==> config.mk <==
export PLATFORM = sky130hd
export DESIGN_NAME = mul_unit_ctrl
export DESIGN_NICKNAME = d
export VERILOG_FILES = /design/src/rtl/mul_unit_ctrl.sv
export SDC_FILE = /design/constraint.sdc
export NUM_CORES = 1
export LEC_CHECK = 0
export ABC_AREA = 1
export CAP_MARGIN = 20
export CORE_ASPECT_RATIO = 0.5
export CORE_MARGIN = 5
export CORE_UTILIZATION = 53
export DETAILED_ROUTE_END_ITERATION = 6
export GPL_ROUTABILITY_DRIVEN = 0
export PLACE_DENSITY = 0.79
export SLEW_MARGIN = 20
export SYNTH_ARGS = -nofsm -noshare
export SYNTH_HDL_FRONTEND = slang
export SYNTH_SLANG_ARGS = --single-unit
==> constraint.sdc <==
create_clock -name clk_i -period 8.6 [get_ports clk_i]
set_input_delay 2.58 -clock clk_i [delete_from_list [all_inputs] [get_ports clk_i]]
set_output_delay 2.58 -clock clk_i [all_outputs]
set_load 0.05 [all_outputs]
==> src/rtl/mul_unit_ctrl.sv <==
// Issue/retire controller around a free-running, non-stallable unsigned multiplier.
// Converts RV32M operands to magnitudes, tracks ops through the multiplier, sign-fixes results into a credit-guarded FIFO.
module mul_unit_ctrl #(
    parameter int OPERAND_SIZE = 32,
    parameter int MUL_LATENCY  = 4,
    parameter int TAG_W        = 5,
    parameter int OUT_DEPTH    = 4
) (
    input  logic                      clk_i,
    input  logic                      rst_i,
    input  logic                      req_valid_i,
    output logic                      req_ready_o,
    input  logic [1:0]                req_op_i,
    input  logic [OPERAND_SIZE-1:0]   req_a_i,
    input  logic [OPERAND_SIZE-1:0]   req_b_i,
    input  logic [TAG_W-1:0]          req_tag_i,
    input  logic                      flush_i,
    output logic [OPERAND_SIZE-1:0]   mul_x_o,
    output logic [OPERAND_SIZE-1:0]   mul_y_o,
    input  logic [2*OPERAND_SIZE-1:0] mul_result_i,
    output logic                      resp_valid_o,
    input  logic                      resp_ready_i,
    output logic [OPERAND_SIZE-1:0]   resp_data_o,
    output logic [TAG_W-1:0]          resp_tag_o,
    output logic                      busy_o
);

    localparam int W  = OPERAND_SIZE;
    localparam int W2 = 2 * OPERAND_SIZE;
    localparam int L  = MUL_LATENCY;
    localparam int D  = OUT_DEPTH;
    localparam int CW = $clog2(OUT_DEPTH + 1);
    localparam logic [CW-1:0] DEPTH_C = CW'(OUT_DEPTH);

    // Handshake: a request moves when req_valid_i && req_ready_o at a rising edge;
    // a response moves when resp_valid_o && resp_ready_i at a rising edge.
    logic [CW-1:0] cnt_q;
    logic          accept;
    logic          pop;
    logic          push;

    assign req_ready_o = !rst_i && !flush_i && (cnt_q < DEPTH_C);
    assign accept      = req_valid_i && req_ready_o;

    logic          a_sgn;
    logic          b_sgn;
    logic          neg;
    logic [W-1:0]  x_mag;
    logic [W-1:0]  y_mag;

    always_comb begin
        a_sgn = 1'b0;
        b_sgn = 1'b0;
        case (req_op_i)
            2'b01:   begin a_sgn = req_a_i[W-1]; b_sgn = req_b_i[W-1]; end
            2'b10:   a_sgn = req_a_i[W-1];
            default: ;
        endcase
        x_mag = a_sgn ? ((~req_a_i) + W'(1)) : req_a_i;
        y_mag = b_sgn ? ((~req_b_i) + W'(1)) : req_b_i;
        neg   = a_sgn ^ b_sgn;
    end

    // Tracking pipe shifts every cycle in lock-step with the multiplier.
    logic [L-1:0]     p_vld;
    logic [L-1:0]     p_high;
    logic [L-1:0]     p_neg;
    logic [TAG_W-1:0] p_tag [L];

    always_ff @(posedge clk_i) begin
        if (rst_i) begin
            mul_x_o <= '0;
            mul_y_o <= '0;
            p_vld   <= '0;
            p_high  <= '0;
            p_neg   <= '0;
            for (int i = 0; i < L; i++) p_tag[i] <= '0;
        end else begin
            if (accept) begin
                mul_x_o <= x_mag;
                mul_y_o <= y_mag;
            end
            p_vld[0]  <= accept;
            p_high[0] <= |req_op_i;
            p_neg[0]  <= neg;
            p_tag[0]  <= req_tag_i;
            for (int i = 1; i < L; i++) begin
                p_vld[i]  <= p_vld[i-1];
                p_high[i] <= p_high[i-1];
                p_neg[i]  <= p_neg[i-1];
                p_tag[i]  <= p_tag[i-1];
            end
            if (flush_i) p_vld <= '0;
        end
    end

    // The product for the tail op is present on mul_result_i while that op sits in the tail stage.
    logic [W2-1:0] prod_fix;
    logic [W-1:0]  push_data;

    assign push      = p_vld[L-1];
    assign prod_fix  = p_neg[L-1] ? ((~mul_result_i) + W2'(1)) : mul_result_i;
    assign push_data = p_high[L-1] ? prod_fix[W2-1:W] : prod_fix[W-1:0];

    // Output FIFO: shift-down storage so the head (entry 0) is always a register.
    logic [D-1:0]     f_vld_q,  f_vld_d;
    logic [W-1:0]     f_data_q [D];
    logic [W-1:0]     f_data_d [D];
    logic [TAG_W-1:0] f_tag_q  [D];
    logic [TAG_W-1:0] f_tag_d  [D];
    logic [CW-1:0]    fifo_cnt_q, fifo_cnt_d;
    logic [CW-1:0]    wr_pos;

    assign pop = f_vld_q[0] && resp_ready_i;

    always_comb begin
        f_vld_d    = f_vld_q;
        f_data_d   = f_data_q;
        f_tag_d    = f_tag_q;
        wr_pos     = fifo_cnt_q;
        if (pop) begin
            for (int i = 0; i < D - 1; i++) begin
                f_vld_d[i]  = f_vld_q[i+1];
                f_data_d[i] = f_data_q[i+1];
                f_tag_d[i]  = f_tag_q[i+1];
            end
            f_vld_d[D-1] = 1'b0;
            wr_pos       = fifo_cnt_q - CW'(1);
        end
        if (push) begin
            for (int i = 0; i < D; i++) begin
                if (CW'(i) == wr_pos) begin
                    f_vld_d[i]  = 1'b1;
                    f_data_d[i] = push_data;
                    f_tag_d[i]  = p_tag[L-1];
                end
            end
        end
        fifo_cnt_d = fifo_cnt_q + CW'(push) - CW'(pop);
        if (flush_i) begin
            f_vld_d    = '0;
            fifo_cnt_d = '0;
        end
    end

    always_ff @(posedge clk_i) begin
        if (rst_i) begin
            f_vld_q    <= '0;
            fifo_cnt_q <= '0;
            for (int i = 0; i < D; i++) begin
                f_data_q[i] <= '0;
                f_tag_q[i]  <= '0;
            end
        end else begin
            f_vld_q    <= f_vld_d;
            fifo_cnt_q <= fifo_cnt_d;
            f_data_q   <= f_data_d;
            f_tag_q    <= f_tag_d;
        end
    end

    // Credits cover both in-flight ops and buffered results, so a retiring op always has a slot.
    always_ff @(posedge clk_i) begin
        if (rst_i || flush_i) cnt_q <= '0;
        else                  cnt_q <= cnt_q + CW'(accept) - CW'(pop);
    end

    assign resp_valid_o = f_vld_q[0];
    assign resp_data_o  = f_data_q[0];
    assign resp_tag_o   = f_tag_q[0];
    assign busy_o       = (cnt_q != '0);

endmodule
---- Yosys cells after proc, flatten, opt, wreduce, memory -nomap -nowiden ----
Memories as Yosys holds them, arrays and structs flattened.
Index checks and enable logic that the tools add are counted.
word-level totals
  bits in registers ....................... 234
  memory bits (writable) .................. 20
  input port bits ......................... 140
  output and inout port bits .............. 104
  memories kept ........................... 1
memory list
  memory  words  width  read ports  clocked after memory_dff  wr ports  RTL line  source
  p_tag   4      5      4           0                         4         68        logic [TAG_W-1:0] p_tag [L];
operators by class
  add/sub/neg operators ................... 8
  $lt $le $gt $ge ......................... 1
  equal/unequal tests ..................... 5
  muxes and demuxes ....................... 32
  bitwise logic cells ..................... 8
  reductions and logical operators ........ 13
operators by type and width
  kind                   count
  $mux 32                7
  $mux 128               1
  $mux 96                1
  $add 32x1->32 const B  2
  $add 64x1->64 const B  1
  $mux 64                1
  $not 32->32            2
  $not 64->64            1
  $mux 5                 8
  $mux 20                1
  $mux 15                1
  $mux 1                 9
  $mux 4                 2
  $add 3x1->3            2
  $eq 2x3->1 const A     2
  $reduce_or 2->1        3
  $sub 3x1->3            2
  $logic_and 1x1->1      4
  $or 1x1->1             4
  $eq 1x3->1 const A     1
  $logic_not 3->1        1
  $lt 3x3->1 const B     1
  $mux 3                 1
  $reduce_bool 3->1      1
  7 further kinds        8

---- Depth between registers and ports, before layout ----
Gate-level depths: netlist of run 1.
  depth in word-level cells ............... 6
  gate-level depth with buffers ........... 14
  mapped depth without buffers ............ 13

---- Least setup slack after synthesis of run 1 ----
OpenSTA, ideal clock, no wires.
  path type ............................... input to output
  start ................................... input rst_i
  end ..................................... output req_ready_o
  arrival time ............................ 3354 ps
  required time ........................... 6020 ps
  slack ................................... 2666 ps
  cell stages on the path ................. 4
  path buffers ............................ 1
  cells stage by stage .................... buf_2 > nor2_1 > inv_1 > nor2_2
between the ends
  longest elaborated chain between the ends .. 3
ends and longest elaborated chain
  item                            RTL line  source
  start, declared                 10        input logic rst_i,
  $logic_not 1->1                 42        assign req_ready_o = !rst_i && !flush_i && (cnt_q < DEPTH_C);
  $logic_and 1x1->1 (2 in a row)  42
  end, declared                   12        output logic req_ready_o,
No other way between the ends.

---- Worst setup path in the final report of run 1 ----
  start ................................... input flush_i
  end ..................................... output req_ready_o
between the ends
  longest elaborated chain between the ends .. 3
ends and longest elaborated chain
  item                            RTL line  source
  start, declared                 17        input logic flush_i,
  $logic_not 1->1                 42
  $logic_and 1x1->1 (2 in a row)  42
No other way between the ends.

==> metrics.md, run 1 <==
| Metric | Value |
|---|---|
| Master of the slowest instance on the critical path | sky130_fd_sc_hd__clkdlybuf4s50_1 |
| Input/output buffers | 243 |
| Buffer levels on the longest clock path | 3 |
| First-pass GRT wire length | 74100 um |
| Adder-cell share of the synthesized area | 1.08% |
| Vertical die dimension | 130 um |
| Number of remaining DRC errors | 0 |
| Fraction of registers with async set or reset after synthesis | 0% |
| Synthesized net count | 2590 |
| HPWL after detailed placement | 32400 um |
| Post-synth EDFFs | 0 |
| Largest fanout on the critical path | 13 |
| Required time of the critical path | 6.02 ns |
| Post-route ant nets | 0 |
| Gr usage total | 27.5% |
| Total iterations of the first detailed-routing run | 5 |
| CP peak stage delay | 0.83 ns |
| Share of synthesized area occupied by flip-flops and latches | 33.3% |
| Setup slack of the worst register-to-register path | 4.68 ns |
| Core area | 0.0280 mm^2 |
| Multiplexer fraction of the synthesized cell area | 0% |
| Clk slew on worst S/H paths | 0.06 ns |
| Dominant register cell in the synthesized netlist | sky130_fd_sc_hd__dfxtp_1 |
| Number of register bits inferred by synthesis | 254 |
| Effective utilization at floorplan | 54.4% |
| Post-synthesis average cell area | 6.26 um^2 |
| Placed insts | 2921 |
| Hold Buf Count CTS | 0 |
| Setup violations, final | 0 |
| Final worst path period share | 79.9% |
| Area of the die | 0.0325 mm^2 |
| Fraction of final layout cells sized beyond drive strength 1 | 4.06% |
| Sinks on Clock Net | 254 |
| Number of standard cells after synthesis | 2438 |
| Relative area change from synthesis to final layout | 19.5% |
| Beginning of the worst register-to-register path | f_vld_q[0] |
| Setup repair after global routing missed its margin | false |
| Cell Rows | 43 |
| Worst Hold Class | flop to flop |
| Fin. max-slew vios | 0 |
| Post-cts sizing count | 0 |
| Vias in the first global route | 14400 |
| Routed length per placed instance | 15.7 um |
| Number of endpoints with negative hold slack in the final report | 0 |
| Pwr dens | 148 mW/mm^2 |
| Clock tree from TritonCTS | built |
| Initial antenna violation count | 0 |
| Yosys Warn Count | 0 |
| H-tree lvl count | 1 |
| Via count | 16000 |
| Violation count after the first detailed-route iteration | 1716 |
| Slew HR | 29.1% |
| Most frequent standard cell in the layout excluding fill and tap cells | sky130_fd_sc_hd__nand2_1 |
| Critical R2R Capture | resp_data_o[13] |
| Count of maximum capacitance violations | 0 |
| Non-filler instance count after layout | 2966 |
| Io pins | 244 |
| Static Leak | 8.06 nW |
| Clock root buffer | sky130_fd_sc_hd__clkbuf_16 |
| DRT Wirelength | 46700 um |
| Combinational family with the most area after synthesis | simple AND/OR/NAND/NOR gates |
| Antenna diode count | 0 |
| Vias per std cell | 5.38 |
| Complex-gate fraction of the synthesized area | 17.0% |
| Total CTS buffers | 25 |
| X dimension of the die | 250 um |
| Hold-critical path endpoint | p_neg[2] |
| Nature of the critical path endpoint | primary output |
| Overall power after layout | 2.70 mW |
| Launching element type of the critical path | input port |
| Post-synthesis share of cell area spent on xor and xnor gates | 1.95% |
| Cell chain of the critical path | clkdlybuf4s50_1 -> nor2_1 -> inv_1 -> nor2_2 -> clkdlybuf4s50_1 |
| Maximum number of pins on one net before global-route repair | 92 |
| Slew at the pin closest to its max-slew limit | 1.06 ns |
| Leading cell types in the layout, fill and taps excluded | 570 x sky130_fd_sc_hd__nand2_1, 362 x sky130_fd_sc_hd__inv_1, 253 x sky130_fd_sc_hd__dfxtp_1, 252 x sky130_fd_sc_hd__nor2_1, 250 x sky130_fd_sc_hd__nand3_1 |
| Final Net Count | 2718 |
| Crit path time final | 6.87 ns |
| CP dominant cell by count | sky130_fd_sc_hd__clkdlybuf4s50_1 |
| Start-to-end type of the worst setup path | input port to primary output |
| Buffer count from post-CTS setup fixing | 0 |
| Synthesized cell area | 0.0153 mm^2 |
| Hold Slack | 0.398 ns |
| Synthesized-area fraction occupied by and/or/nand/nor cells | 32.0% |
| Arrival time worst endpoint | 4.29 ns |
| Worst clock skew on the final layout | 0.00983 ns |
| Worst voltage drop across the vdd grid | 0.000148 V |
| R2R cell count | 10 |
| Worst min-delay path startpoint | p_neg[1] |
| Distinct cell type count of the synthesized netlist | 43 |
| Clock insertion delay at the later pin of the skew report | 0.54 ns |
| Global route overflow | 0 |
| Count of cells along the worst hold path | 2 |
| TNS Setup | 0 ns |
| Run status | complete, no violations |
| Maximum clock frequency | 146 MHz |
==> routing by layer <==
| layer | up-vias | global-route usage, % | share of wire (%) |
|---|---|---|---|
| li1 | 7996 | - | - |
| met1 | 7190 | 37.7 | 44 |
| met2 | 685 | 44.2 | 44 |
| met3 | 91 | 6.03 | 10 |
| met4 | 0 | 7.61 | 2.7 |
| met5 | - | 0 | 0 |
==> cell usage after synthesis (10+ instances only) <==
cell | n | area [um^2]
sky130_fd_sc_hd__ha_1 | 10 | 125
sky130_fd_sc_hd__nand3_2 | 11 | 110
sky130_fd_sc_hd__xor2_1 | 29 | 254
sky130_fd_sc_hd__o21ai_0 | 179 | 896
sky130_fd_sc_hd__a21oi_1 | 214 | 1070
sky130_fd_sc_hd__nand2_1 | 570 | 2140
sky130_fd_sc_hd__inv_2 | 10 | 37.5
sky130_fd_sc_hd__o21a_1 | 14 | 105
sky130_fd_sc_hd__buf_2 | 41 | 205
sky130_fd_sc_hd__dfxtp_1 | 254 | 5080
sky130_fd_sc_hd__nand3_1 | 250 | 1250
sky130_fd_sc_hd__nand4_1 | 18 | 113
sky130_fd_sc_hd__nor2_1 | 252 | 946
sky130_fd_sc_hd__buf_4 | 45 | 338
sky130_fd_sc_hd__buf_1 | 11 | 41.3
sky130_fd_sc_hd__a311oi_1 | 10 | 87.6
sky130_fd_sc_hd__o211ai_1 | 13 | 97.6
sky130_fd_sc_hd__clkbuf_1 | 49 | 184
sky130_fd_sc_hd__nand3b_1 | 10 | 75.1
sky130_fd_sc_hd__inv_1 | 362 | 1360
==> sequential cells by signal, summed over array words and instances (netlist names) <==
name and count:
p_high 4, f_tag_q 15, p_vld 4, f_vld_q 4, p_tag 20, resp_tag_o 5, f_data_q 96, mul_x_o 32
resp_data_o 32, fifo_cnt_q 3, mul_y_o 32, p_neg 4, cnt_q 3
==> critical path: cells and delay by family <==
kind | cells | cell delay (ns)
buffers and inverters | 3 | 1.43
and+or+nand+nor | 2 | 0.28
==> kinds of logic (layout without fill, tap and decap cells) <==
kind of cell    count (synthesis)  after routing
compound gates                468            468
xor+xnor                       34             34
fa+ha+maj                      12             12
buf+inv                       525            671
flops                         254            254
simple gates                 1145           1145
==> how the worst max path moves through the flow <==
stage                     startpoint           to  slack [ns]  cells past startpoint
final                        flush_i  req_ready_o        1.73                      5
after global routing         flush_i  req_ready_o        1.61                      5
after CTS                    flush_i  req_ready_o        1.72                      5
after detailed placement     flush_i  req_ready_o        1.72                      5
after global placement       flush_i  req_ready_o        1.76                      5
after floorplan                rst_i  req_ready_o        2.67                      4
==> layout make-up <==
| type | instances | area, um^2 |
|---|---|---|
| Clock buffer | 38 | 724 |
| Clock inverter | 7 | 93.8 |
| Fill cell | 2630 | 9800 |
| Inverter | 374 | 1410 |
| Multi-Input combinational cell | 1659 | 7940 |
| Sequential cell | 254 | 5090 |
| Tap cell | 382 | 478 |
| Timing Repair Buffer | 252 | 2500 |
==> where the power goes <==
part / total [mW] / internal, mW / switching [mW]
clock: 1.11 / 0.641 / 0.474
combinational: 0.377 / 0.139 / 0.238
sequential: 1.21 / 1.20 / 0.0110
==> stage by stage <==
stage          worst slack, ns  cell area, um^2  utilization [%]
2_1_floorplan             2.67            15300                -
3_3_place_gp              1.76            17400             62.1
3_5_place_dp              1.72            17400             62.1
4_1_cts                   1.72            18200             65.0
5_1_grt                   1.61            18200             65.0
6_report                  1.73            18200             65.0
(Power assumes the default switching activity.)
==> inputs of run 2 (changes only) <==
==> constraint.sdc (replaced) <==
create_clock -name clk_i -period 6.79 [get_ports clk_i]
set_input_delay 2.037 -clock clk_i [delete_from_list [all_inputs] [get_ports clk_i]]
set_output_delay 2.037 -clock clk_i [all_outputs]
set_load 0.05 [all_outputs]
==> run 2 against run 1 <==
  * Cell area rose by 0.51%
  * Power up 30%
  * Setup slack worse by 0.71 ns
  * Routed wire length grew 0.94%
  * Via count grew 0.36%
  * Critical path type unchanged
  * Largest power group unchanged
==> metrics.md, run 2 (synthesis results as in run 1) <==
| Metric | Value |
|---|---|
| Run status | complete, no violations (unchanged) |
| Routed length per placed instance | 15.9 um (was 15.7 um) |
| Switching power as a share of total power | 26.5% (was 26.8%) |
| Cell Rows | 43 (unchanged) |
| GRT met3 Usage | 6.49% (was 6.03%) |
| GR peak layer | met2 (unchanged) |
| Final worst path period share | 85.0% |
| Total CTS buffers | 25 (unchanged) |
| Hold-critical path endpoint | p_high[1] (was p_neg[2]) |
| Clock power share | 42.8% (was 41.3%) |
| Launching element type of the critical path | input port (unchanged) |
| Area of the die | 0.0325 mm^2 (unchanged) |
| Final Net Count | 2723 (was 2718) |
| Net switching power | 0.933 mW (was 0.723 mW) |
| Arrival time worst endpoint | 3.74 ns (was 4.29 ns) |
| Post-cts sizing count | 0 (unchanged) |
| Leading cell types in the layout, fill and taps excluded | 570 x sky130_fd_sc_hd__nand2_1, 362 x sky130_fd_sc_hd__inv_1, 253 x sky130_fd_sc_hd__dfxtp_1, 252 x sky130_fd_sc_hd__nor2_1, 250 x sky130_fd_sc_hd__nand3_1 (unchanged) |
| Buffer levels on the longest clock path | 3 (unchanged) |
| Antenna diode count | 0 (unchanged) |
| Worst Hold Class | flop to flop (unchanged) |
| Number of fill cells | 2600 (was 2630) |
| Flip-flop count of the largest register, all copies and words added | 96 (unchanged) |
| Clock root buffer | sky130_fd_sc_hd__clkbuf_16 (unchanged) |
| First-pass GRT wire length | 75200 um (was 74100 um) |
| Start-to-end type of the worst setup path | input port to primary output (unchanged) |
| Maximum clock frequency | 173 MHz |
| Total area of multi-input combinational cells | 0.00794 mm^2 (unchanged) |
| Global route overflow | 0 (unchanged) |
| Number of buffer and inverter instances along the worst setup path | 3 (unchanged) |
| Vias per std cell | 5.39 (was 5.38) |
| Total iterations of the first detailed-routing run | 7 (was 5) |
| Gr usage total | 27.8% (was 27.5%) |
| Master of the slowest instance on the critical path | sky130_fd_sc_hd__clkdlybuf4s50_1 (unchanged) |
| Sinks on Clock Net | 254 (unchanged) |
| Clock tree from TritonCTS | built (unchanged) |
| Via count | 16000 (about the same) |
| Number of endpoints with negative hold slack in the final report | 0 (unchanged) |
| Dominant delay contributor by cell family on the critical path | buffers and inverters (unchanged) |
| Slew at the pin closest to its max-slew limit | 1.01 ns (was 1.06 ns) |
| Beginning of the worst register-to-register path | f_vld_q[0] (unchanged) |
| Count of maximum capacitance violations | 0 (unchanged) |
| Combinational group share of total power | 13.6% (was 14.0%) |
| Crit path time final | 5.77 ns |
| Nature of the critical path endpoint | primary output (unchanged) |
| Io pins | 244 (unchanged) |
| Required time of the critical path | 4.75 ns (was 6.02 ns) |
| Critical R2R Capture | f_data_q[69] (was resp_data_o[13]) |
| Post-route ant nets | 0 (unchanged) |
| Worst min-delay path startpoint | p_high[0] (was p_neg[1]) |
| Non-filler instance count after layout | 2971 (was 2966) |
| Pwr dens | 192 mW/mm^2 (was 148 mW/mm^2) |
| Worst voltage drop across the vdd grid | 0.000172 V (was 0.000148 V) |
| Input/output buffers | 243 (unchanged) |
| Core area | 0.0280 mm^2 (unchanged) |
| Met2 Usage GRT | 44.9% (was 44.2%) |
| Initial antenna violation count | 0 (unchanged) |
| Clk slew on worst S/H paths | 0.07 ns (was 0.06 ns) |
| Setup violations, final | 0 (unchanged) |
| Number of remaining DRC errors | 0 (unchanged) |
| TNS Setup | 0 ns (unchanged) |
| X dimension of the die | 250 um (unchanged) |
| Sequential fraction of design power | 43.6% (was 44.8%) |
| DRT Wirelength | 47100 um (was 46700 um) |
| Overall power after layout | 3.51 mW (was 2.70 mW) |
| Static Leak | 8.13 nW (was 8.06 nW) |
| Top register by number of flip-flops | f_data_q (unchanged) |
| Fraction of final layout cells sized beyond drive strength 1 | 4.40% (was 4.06%) |
| Worst clock skew on the final layout | 0.0165 ns (was 0.00983 ns) |
| Placed insts | 2926 (was 2921) |
| Violation count after the first detailed-route iteration | 1794 (was 1716) |
| Design internal power | 2.58 mW (was 1.98 mW) |
| Buffer count from post-CTS setup fixing | 0 (unchanged) |
| Cell chain of the critical path | clkdlybuf4s50_1 -> nor2_1 -> inv_1 -> nor2_2 -> clkdlybuf4s50_1 (unchanged) |
| Slew HR | 32.3% (was 29.1%) |
| Effective utilization at floorplan | 54.4% (unchanged) |
| Met1 Track Usage GR | 37.5% (was 37.7%) |
| HPWL after detailed placement | 32500 um (was 32400 um) |
| H-tree lvl count | 1 (unchanged) |
| Setup repair after global routing missed its margin | false (unchanged) |
| Vias in the first global route | 14900 (was 14400) |
| Largest fanout on the critical path | 13 (unchanged) |
| Clock insertion delay at the later pin of the skew report | 0.55 ns (was 0.54 ns) |
| Vertical die dimension | 130 um (unchanged) |
| Hold Buf Count CTS | 0 (unchanged) |
| Reg area | 0.00509 mm^2 (unchanged) |
| CP peak stage delay | 0.82 ns (was 0.83 ns) |
| Fin. max-slew vios | 0 (unchanged) |
| Setup slack of the worst register-to-register path | 3.57 ns (was 4.68 ns) |
| Core Util, Final | 65.4% (was 65.0%) |
| Hold Slack | 0.396 ns (was 0.398 ns) |
| Relative area change from synthesis to final layout | 20.1% (was 19.5%) |
| Maximum number of pins on one net before global-route repair | 87 (was 92) |
| R2R cell count | 13 (was 10) |
| Most frequent standard cell in the layout excluding fill and tap cells | sky130_fd_sc_hd__nand2_1 (unchanged) |
| CP dominant cell by count | sky130_fd_sc_hd__clkdlybuf4s50_1 (unchanged) |
| Count of cells along the worst hold path | 2 (unchanged) |
==> run 2: power by group through the flow <==
| stage | clock (mW) | sequential, mW | combinational, mW |
|---|---|---|---|
| finish | 1.50 | 1.53 | 0.478 |
| global route | 1.59 | 1.53 | 0.516 |
| CTS | 1.53 | 1.53 | 0.472 |
| detailed placement | 0 | 1.56 | 0.468 |
| global placement | 0 | 1.56 | 0.466 |
| floorplan | 0 | 1.63 | 0.199 |
==> run 2: metal layers <==
layer / vias up / wire length, um / share of wire (%)
li1: 7999 / - / -
met1: 7181 / 20300 / 43
met2: 755 / 20600 / 44
met3: 85 / 4970 / 11
met4: 0 / 1300 / 2.8
met5: - / 0 / 0
==> run 2: through the flow <==
step	setup WS [ns]	area, um^2
after floorplan	1.94	15300
after global routing	0.880	18300
after global placement	1.03	17400
final	1.02	18300
after detailed placement	1.01	17400
after CTS	1.00	18300
==> run 2: layout make-up <==
type / count / area share [%]
inverter: 374 / 7.68
sequential: 254 / 27.8
clock buffer: 34 / 3.87
timing repair buffer: 257 / 13.8
tap: 382 / 2.61
multi-input combinational: 1659 / 43.3
clock inverter: 11 / 0.901
==> run 2: worst min-delay path, stage by stage (launching register included) <==
cell                      delay [ns]
sky130_fd_sc_hd__dfxtp_1        0.30
sky130_fd_sc_hd__inv_1          0.04
sky130_fd_sc_hd__nor2_1         0.03
==> run 2: how the worst max path moves through the flow <==
stage | endpoint | start | cells past startpoint
final | req_ready_o | flush_i | 5
after global routing | req_ready_o | flush_i | 5
after CTS | req_ready_o | flush_i | 5
after detailed placement | req_ready_o | flush_i | 5
after global placement | req_ready_o | flush_i | 5
after floorplan | req_ready_o | rst_i | 4
==> inputs of run 3 (changes only) <==
--- a/config.mk
+++ b/config.mk
@@ -11,7 +11,6 @@
 export CORE_MARGIN = 5
 export CORE_UTILIZATION = 53
 export DETAILED_ROUTE_END_ITERATION = 6
-export GPL_ROUTABILITY_DRIVEN = 0
 export PLACE_DENSITY = 0.79
 export SLEW_MARGIN = 20
 export SYNTH_ARGS = -nofsm -noshare
==> run 3 against run 2 <==
  * Routed wire length rose by 2.4%
  * Critical path type unchanged
  * Critical endpoint unchanged
  * Via count decreased by 0.39%
  * First-iteration DRC count down 11%
  * Register-to-register slack lost 0.25 ns
  * Clock skew decreased by 0.0011 ns
  * Count of clock-buffer cells in the layout unchanged
  * Cell area down 0.33%
  * Sequential share of layout area is 0.091 points higher
  * Hold slack improved by 0.0020 ns
  * Power fell by 2.1%
  * Utilization shrank 0.21 points
  * Clock power shrank 5%
==> metrics.md, run 3 (synthesis results as in run 1) <==
| Metric | Value |
|---|---|
| Global route overflow | 0 (unchanged) |
| Setup slack of the worst register-to-register path | 3.32 ns (was 3.57 ns) |
| Count of maximum capacitance violations | 0 (unchanged) |
| Clock insertion delay at the later pin of the skew report | 0.54 ns (was 0.55 ns) |
| Largest fanout on the critical path | 13 (unchanged) |
| Pwr dens | 188 mW/mm^2 (was 192 mW/mm^2) |
| Gr usage total | 28.3% (was 27.8%) |
| Clk slew on worst S/H paths | 0.06 ns (was 0.07 ns) |
| Critical R2R Capture | f_data_q[68] (was f_data_q[69]) |
| Number of remaining DRC errors | 0 (unchanged) |
| Worst clock skew on the final layout | 0.0154 ns (was 0.0165 ns) |
| Routed length per placed instance | 16.3 um (was 15.9 um) |
| Fin. max-slew vios | 0 (unchanged) |
| Post-route ant nets | 0 (unchanged) |
| Vertical die dimension | 130 um (unchanged) |
| CP dominant cell by count | sky130_fd_sc_hd__clkdlybuf4s50_1 (unchanged) |
| Required time of the critical path | 4.75 ns (about the same) |
| Crit path time final | 5.77 ns (about the same) |
| Cell Rows | 43 (unchanged) |
| Io pins | 244 (unchanged) |
| Number of fill cells | 2652 (was 2600) |
| Fraction of final layout cells sized beyond drive strength 1 | 4.26% (was 4.40%) |
| R2R cell count | 10 (was 13) |
| Count of cells along the worst hold path | 2 (unchanged) |
| Run status | complete, no violations (unchanged) |
| Antenna diode count | 0 (unchanged) |
| Start-to-end type of the worst setup path | input port to primary output (unchanged) |
| Worst min-delay path startpoint | p_tag[2][3] (was p_high[0]) |
| Hold Buf Count CTS | 0 (unchanged) |
| Clock root buffer | sky130_fd_sc_hd__clkbuf_16 (unchanged) |
| Core area | 0.0280 mm^2 (unchanged) |
| Setup repair after global routing missed its margin | false (unchanged) |
| Hold-critical path endpoint | p_tag[3][3] (was p_high[1]) |
| Core Util, Final | 65.1% (was 65.4%) |
| Maximum clock frequency | 173 MHz (about the same) |
| DRT Wirelength | 48300 um (was 47100 um) |
| Launching element type of the critical path | input port (unchanged) |
| Beginning of the worst register-to-register path | f_vld_q[0] (unchanged) |
| Most frequent standard cell in the layout excluding fill and tap cells | sky130_fd_sc_hd__nand2_1 (unchanged) |
| Leading cell types in the layout, fill and taps excluded | 570 x sky130_fd_sc_hd__nand2_1, 362 x sky130_fd_sc_hd__inv_1, 253 x sky130_fd_sc_hd__dfxtp_1, 252 x sky130_fd_sc_hd__nor2_1, 250 x sky130_fd_sc_hd__nand3_1 (unchanged) |
| Input/output buffers | 243 (unchanged) |
| Buffer count from post-CTS setup fixing | 0 (unchanged) |
| Relative area change from synthesis to final layout | 19.7% (was 20.1%) |
| Final weighted congestion in routability-driven placement | 1.01 |
| Violation count after the first detailed-route iteration | 1599 (was 1794) |
| CP peak stage delay | 0.83 ns (was 0.82 ns) |
| Number of buffer and inverter instances along the worst setup path | 3 (unchanged) |
| Total CTS buffers | 25 (unchanged) |
| Effective utilization at floorplan | 54.4% (unchanged) |
| Setup violations, final | 0 (unchanged) |
| Buffer levels on the longest clock path | 3 (unchanged) |
| Top register by number of flip-flops | f_data_q (unchanged) |
| Cell chain of the critical path | clkdlybuf4s50_1 -> nor2_1 -> inv_1 -> nor2_2 -> clkdlybuf4s50_1 (unchanged) |
| Sinks on Clock Net | 254 (unchanged) |
| Master of the slowest instance on the critical path | sky130_fd_sc_hd__clkdlybuf4s50_1 (unchanged) |
| TNS Setup | 0 ns (unchanged) |
| Vias in the first global route | 14500 (was 14900) |
| H-tree lvl count | 1 (unchanged) |
| Flip-flop count of the largest register, all copies and words added | 96 (unchanged) |
| Final worst path period share | 84.9% (was 85.0%) |
| Post-cts sizing count | 0 (unchanged) |
| HPWL after detailed placement | 33600 um (was 32500 um) |
| Dominant delay contributor by cell family on the critical path | buffers and inverters (unchanged) |
| First-pass GRT wire length | 75700 um (was 75200 um) |
| Slew HR | 29.9% (was 32.3%) |
| Slew at the pin closest to its max-slew limit | 1.05 ns (was 1.01 ns) |
| Via count | 16000 (about the same) |
| Final Net Count | 2719 (was 2723) |
| Vias per std cell | 5.38 (was 5.39) |
| Nature of the critical path endpoint | primary output (unchanged) |
| Worst Hold Class | flop to flop (unchanged) |
| Maximum number of pins on one net before global-route repair | 118 (was 87) |
| Worst voltage drop across the vdd grid | 0.000195 V (was 0.000172 V) |
| X dimension of the die | 250 um (unchanged) |
| Total iterations of the first detailed-routing run | 6 (was 7) |
| Number of endpoints with negative hold slack in the final report | 0 (unchanged) |
| Static Leak | 8.08 nW (was 8.13 nW) |
| Arrival time worst endpoint | 3.73 ns (was 3.74 ns) |
| Clock tree from TritonCTS | built (unchanged) |
| Hold Slack | 0.398 ns (was 0.396 ns) |
| Initial antenna violation count | 0 (unchanged) |
| Area of the die | 0.0325 mm^2 (unchanged) |
[run 3: worst max path at each step]
stage / from / end / depth (start not counted)
after detailed placement: flush_i / req_ready_o / 5
final: flush_i / req_ready_o / 5
after CTS: flush_i / req_ready_o / 5
after floorplan: rst_i / req_ready_o / 4
after global placement: flush_i / req_ready_o / 5
after global routing: flush_i / req_ready_o / 5
[run 3: area by class of cell]
cell class / instances / area (um^2) / share of cell area [%]
timing repair buffer: 253 / 2520 / 13.8
multi-input combinational: 1659 / 7940 / 43.5
clock buffer: 34 / 709 / 3.88
sequential: 254 / 5090 / 27.9
clock inverter: 11 / 120 / 0.658
tap: 382 / 478 / 2.62
inverter: 374 / 1410 / 7.71
[run 3: metrics by stage]
| stage | std cells | instance area (um^2) | power [mW] | worst slack [ns] |
|---|---|---|---|---|
| floorplan | 2438 | 15300 | 1.83 | 1.94 |
| global placement | 2922 | 17400 | 2.03 | 1.04 |
| detailed placement | 2922 | 17400 | 2.04 | 1.03 |
| CTS | 2967 | 18300 | 3.45 | 1.01 |
| global route | 2967 | 18300 | 3.57 | 0.921 |
| finish | 2967 | 18300 | 3.44 | 1.02 |
[run 3: power breakdown]
| part | internal, mW | total, mW | switching [mW] |
|---|---|---|---|
| Combinational | 0.177 | 0.480 | 0.303 |
| Sequential | 1.52 | 1.53 | 0.0146 |
| Clock | 0.812 | 1.43 | 0.617 |
[run 3: layer usage]
| layer | vias to the layer above | GRT usage, % | part of all wire (%) |
|---|---|---|---|
| li1 | 7991 | - | - |
| met1 | 7282 | 38.9 | 45 |
| met2 | 617 | 46.2 | 44 |
| met3 | 68 | 6.11 | 8.8 |
| met4 | 0 | 6.71 | 2.1 |
| met5 | - | 0 | 0 |
[run 3: tightest hold or removal path: stages, from the launching register on]
cell and delay (ns):
sky130_fd_sc_hd__dfxtp_1 0.30, sky130_fd_sc_hd__inv_1 0.04, sky130_fd_sc_hd__nor2_1 0.03
